$ cat config.mk
export PLATFORM = sky130hd
export DESIGN_NAME = sipo_deserializer
export DESIGN_NICKNAME = d
export VERILOG_FILES = /design/src/rtl/sipo_deserializer.sv
export SDC_FILE = /design/constraint.sdc
export NUM_CORES = 1
export LEC_CHECK = 0
export ABC_AREA = 1
export ABC_CLOCK_PERIOD_IN_PS = 1100
export CAP_MARGIN = 20
export CORE_AREA = 2 2 39 41
export CTS_BUF_LIST = sky130_fd_sc_hd__clkbuf_8
export CTS_CLUSTER_SIZE = 16
export DETAILED_ROUTE_END_ITERATION = 7
export DIE_AREA = 0 0 41 43
export PLACE_DENSITY_LB_ADDON = 0.15
export SLEW_MARGIN = 30
export SYNTH_ARGS = -nofsm -noshare
export SYNTH_HDL_FRONTEND = slang
export SYNTH_SLANG_ARGS = --single-unit
$ cat constraint.sdc
create_clock -name clk -period 1.1 [get_ports clk]
set_input_delay 0.165 -clock clk [delete_from_list [all_inputs] [get_ports clk]]
set_output_delay 0.165 -clock clk [all_outputs]
set_load 0.03 [all_outputs]
$ cat src/rtl/sipo_deserializer.sv
// Serial-in parallel-out receiver with valid/ready output register.
// Optional macro PARITY_EN adds an even-parity bit per frame.
//
// Ports:
//   clk, rst_n      clock, async active-low reset
//   serial_in       serial data bit, taken when shift_en=1
//   shift_en        qualifies serial_in on this edge
//   sync            frame start: drops partial frame, restarts count
//   parallel_out    last completed word (registered)
//   out_valid       parallel_out holds an unconsumed word
//   out_ready       consumer accepts when out_valid & out_ready
//   overrun         sticky: a completed word was dropped
//   clr_overrun     sync clear of overrun (and parity_err)
//   parity_err      sticky parity error (0 unless PARITY_EN)
module sipo_deserializer #(
    parameter int WIDTH     = 4,
    parameter bit MSB_FIRST = 1'b1
) (
    input  logic             clk,
    input  logic             rst_n,
    input  logic             serial_in,
    input  logic             shift_en,
    input  logic             sync,
    output logic [WIDTH-1:0] parallel_out,
    output logic             out_valid,
    input  logic             out_ready,
    output logic             overrun,
    input  logic             clr_overrun,
    output logic             parity_err
);

    localparam int CW = (WIDTH > 1) ? $clog2(WIDTH) : 1;

    localparam logic [1:0] IDLE    = 2'd0;
    localparam logic [1:0] COLLECT = 2'd1;
    localparam logic [1:0] PARITY  = 2'd2;

    localparam logic [CW-1:0] LAST = CW'(WIDTH - 1);

    logic [1:0]       state;
    logic [1:0]       state_d;
    logic [CW-1:0]    bit_cnt;
    logic [CW-1:0]    cnt_d;
    logic [WIDTH-1:0] shift_reg;
    logic [WIDTH-1:0] sreg_d;
    logic [WIDTH-1:0] base;
    logic [WIDTH-1:0] shifted;
    logic [WIDTH-1:0] word;
    logic             done;
    logic             accept;

`ifdef PARITY_EN
    logic bad;
    logic perr_q;
`endif

    // A sync on the same edge as a new bit starts from an empty
    // register so no stale bits survive into the new frame.
    always_comb begin
        base = sync ? '0 : shift_reg;
        if (MSB_FIRST)
            shifted = {base[WIDTH-2:0], serial_in};
        else
            shifted = {serial_in, base[WIDTH-1:1]};
    end

    always_comb begin
        state_d = state;
        cnt_d   = bit_cnt;
        sreg_d  = shift_reg;
        done    = 1'b0;
        word    = shifted;
`ifdef PARITY_EN
        bad     = 1'b0;
`endif
        if (sync && !shift_en) begin
            state_d = IDLE;
            cnt_d   = '0;
            sreg_d  = '0;
        end else if (shift_en) begin
            if (sync) begin
                sreg_d  = shifted;
                cnt_d   = CW'(1);
                state_d = COLLECT;
`ifdef PARITY_EN
            end else if (state == PARITY) begin
                // parity edge: data already assembled in shift_reg
                done    = 1'b1;
                word    = shift_reg;
                bad     = ^{shift_reg, serial_in};
                state_d = IDLE;
                cnt_d   = '0;
`endif
            end else if (bit_cnt == LAST) begin
                sreg_d  = shifted;
                cnt_d   = '0;
`ifdef PARITY_EN
                state_d = PARITY;
`else
                state_d = IDLE;
                done    = 1'b1;
`endif
            end else begin
                sreg_d  = shifted;
                cnt_d   = bit_cnt + 1'b1;
                state_d = COLLECT;
            end
        end
    end

    // A finished word loads when the register is empty or is being
    // drained on this same edge; otherwise it is lost.
    assign accept = !out_valid || out_ready;

    always_ff @(posedge clk or negedge rst_n) begin
        if (!rst_n) begin
            state     <= IDLE;
            bit_cnt   <= '0;
            shift_reg <= '0;
        end else begin
            state     <= state_d;
            bit_cnt   <= cnt_d;
            shift_reg <= sreg_d;
        end
    end

    always_ff @(posedge clk or negedge rst_n) begin
        if (!rst_n) begin
            parallel_out <= '0;
            out_valid    <= 1'b0;
        end else if (done && accept) begin
            parallel_out <= word;
            out_valid    <= 1'b1;
        end else if (out_valid && out_ready) begin
            out_valid    <= 1'b0;
        end
    end

    always_ff @(posedge clk or negedge rst_n) begin
        if (!rst_n)
            overrun <= 1'b0;
        else if (clr_overrun)
            overrun <= 1'b0;
        else if (done && !accept)
            overrun <= 1'b1;
    end

`ifdef PARITY_EN
    always_ff @(posedge clk or negedge rst_n) begin
        if (!rst_n)
            perr_q <= 1'b0;
        else if (clr_overrun)
            perr_q <= 1'b0;
        else if (done && bad)
            perr_q <= 1'b1;
    end

    assign parity_err = perr_q;
`else
    assign parity_err = 1'b0;
`endif

endmodule

==> results.ini, run 1 <==
[status]
status = complete, no violations

[global_routing]
grt_pass1_wl_mm = 1.50
grt_pass1_vias = 366
grt_usage_pct = 13.6
grt_max_degree = 12
overflow = 0
grt_antenna_before_repair = 0

[worst_hold_path]
hp-class = in2async

[synthesis]
seq_area_frac_synth_pct = 55.6
synth_top_area_share_pct = 55.6
synth_area_per_cell_sq_um = 8.54
synthTopCellsByArea = dfrtp_1 (56%), nand2_1 (14%), nor2_1 (6.8%)
ys_types = 15
synth_flop_cell = dfrtp_1
ys.warnings.count = 0
ys_async_sr_fraction_pct = 100
yosysTopAreaCell = dfrtp_1
synth_fp_nets = 66
syn_inst = 58
synth.most_common_cell = nand2_1
synth_seq_cells = 11
synth_edf_count = 0
syn_area_sq_um = 495
synth_commonest_cells = nand2_1 (18), dfrtp_1 (11), nor2_1 (9), inv_1 (5), inv_2 (3)

[cells_and_area]
diodes = 0
multi_input_area_sq_um = 195
drive_above_1_share_pct = 26.3
n_fill_cell = 152
largest_reg_flops = 4
utilization_pct = 50.5
num-nets-final = 85
seqCellArea_sq_um = 275
final_area_sq_um = 698
area_growth_syn_to_layout_pct = 40.9

[worst_setup_path]
path_max_fanout = 4
crit_type = reg2reg
start_kind = flop
critPathArrivalTime_ns = 1.18
endpoint_kind = flop
crit_required_ns = 1.27

[route]
vias = 388
wl_um = 903
drc_errors = 0
drt-wirelength-per-cell_um = 9.82
drt.antenna.violating_nets = 0
via_per_inst = 4.22
drt_iter0_drc = 3
dr.pass1.iters = 4

[floorplanning]
die_x_um = 41
die_area_sq_um = 1760
io_pins = 14
num_rows = 14
coreArea_sq_um = 1380
die_h_um = 43
initial_core_util_pct = 35.8

[clock_network]
cts_max_path_buffers = 2
cts_root_buf = clkbuf_8
h-tree-depth = 1
cts_tree = yes
ctsHoldBuffers = 0
clkLatencyLatePin_ns = 0.23
clkTransAtPathRegs_ns = 0.05
cts_sinks = 11
cts_buffers = 3

[sta]
finalSetupTns_ns = 0
min_period_over_period_pct = 91.9
finalSetupViolCount = 0
skew_ns = 0.00183
report.final.slew_viol_count = 0
timing.fmax_ghz = 0.989
fin_crit_ns = 1.01
finalHoldViolations = 0
rsz0062_at_grt = true

[pwr]
p_leak_nw = 0.391
p_int_mw = 0.774
p_switching_mw = 0.283
power_frac_comb_pct = 19.7
p_sw_share_pct = 26.8
seq_power_share_pct = 44.1
powerDensity_nw_per_um2 = 1510
clockPowerShare_pct = 36.2
power_mw = 1.06
ir_worst_vdd_mv = 0.971

[placement]
gp_congestion = 0.755
place_hpwl_um = 686
place_area_sq_um = 628
port_buffers = 12

[run]
cap_violations = 0

## worst paths after layout
kind | slack [ns] | endpoint | cells after the start | start
setup / recovery | 0.09 | parallel_out[0] | 5 | bit_cnt[0]
hold / removal | 0.23 | parallel_out[1] | 2 | rst_n
setup reg to reg | 0.09 | parallel_out[0] | 5 | bit_cnt[0]
hold reg to reg | 0.47 | parallel_out[2] | 2 | parallel_out[2]
max in group asynchronous | 0.73 | shift_reg[2] | 2 | rst_n
min in group clk | 0.29 | parallel_out[3] | 4 | sync
## routing by layer
layer	up-vias	global-route usage, %	wire length [um]
li1	209	-	-
met1	164	16.4	402
met2	11	19.1	397
met3	4	4.71	74
met4	0	10.0	29
met5	-	0	0
## cell type report
class	instances	area share, %
Timing Repair Buffer	15	19.0
Inverter	8	4.30
Sequential cell	11	39.4
Multi-Input combinational cell	38	28.0
Tap cell	16	2.87
Clock buffer	3	5.91
Clock inverter	1	0.538
## metrics by stage
step | instances | setup WS (ns) | hold WS [ns]
2_1_floorplan | 58 | 0.0921 | -0.131
3_3_place_gp | 87 | -0.149 | 0.461
3_5_place_dp | 87 | -0.172 | 0.466
4_1_cts | 91 | 0.0225 | 0.234
5_1_grt | 92 | -0.00319 | 0.260
6_report | 92 | 0.0892 | 0.229
## placed cells by master, fill, tap and decap left out
master	netlist	routed
dlymetal6s2s_1	0	2
nor2_4	1	1
nand2_1	18	18
dfrtp_1	11	11
o22ai_1	2	2
inv_2	3	3
conb_1	1	1
nand3_1	1	1
clkbuf_8	0	3
ha_4	0	1
a21oi_1	1	1
o21ai_0	1	1
nor2_1	9	9
inv_1	5	6
buf_4	1	9
nand3_2	2	2
clkdlybuf4s50_1	0	4
nand2_2	1	1
## repair_timing
item                       in CTS  in global routing
gates resized for setup         0                  4
hold endpoints to repair        0                  0
setup buffers                   0                  1
setup endpoints to repair       0                  5
## worst max-delay path, cell delays in order (launching register included)
cell and delay, ns:
dfrtp_1 0.41, ha_4 0.18, nand3_2 0.11, nor2_4 0.13, nand2_1 0.06, nand2_1 0.07
## cells by family (layout without fill, tap and decap cells)
group,after synthesis,in the layout,synth area share (%)
AOI/OAI and AO/OA,4,4,4.54
adders and majority gates,1,1,2.52
buffers and inverters,9,27,7.58
DFF,11,11,55.6
other,1,1,0.757
and+or+nand+nor,32,32,29.0
## power groups by stage
stage          Clock (mW)  Sequential, mW  Combinational [mW]
3_5_place_dp            0           0.471               0.204
3_3_place_gp            0           0.469               0.200
5_1_grt             0.418           0.473               0.232
2_1_floorplan           0           0.516              0.0645
6_report            0.382           0.466               0.208
4_1_cts             0.399           0.464               0.205
(Power assumes the default switching activity.)
==> run 2, diff against run 1 <==
- CAP_MARGIN: 20 -> not set
==> results of run 2 <==
The final DEF is identical to that of run 1; final timing and power are the same.
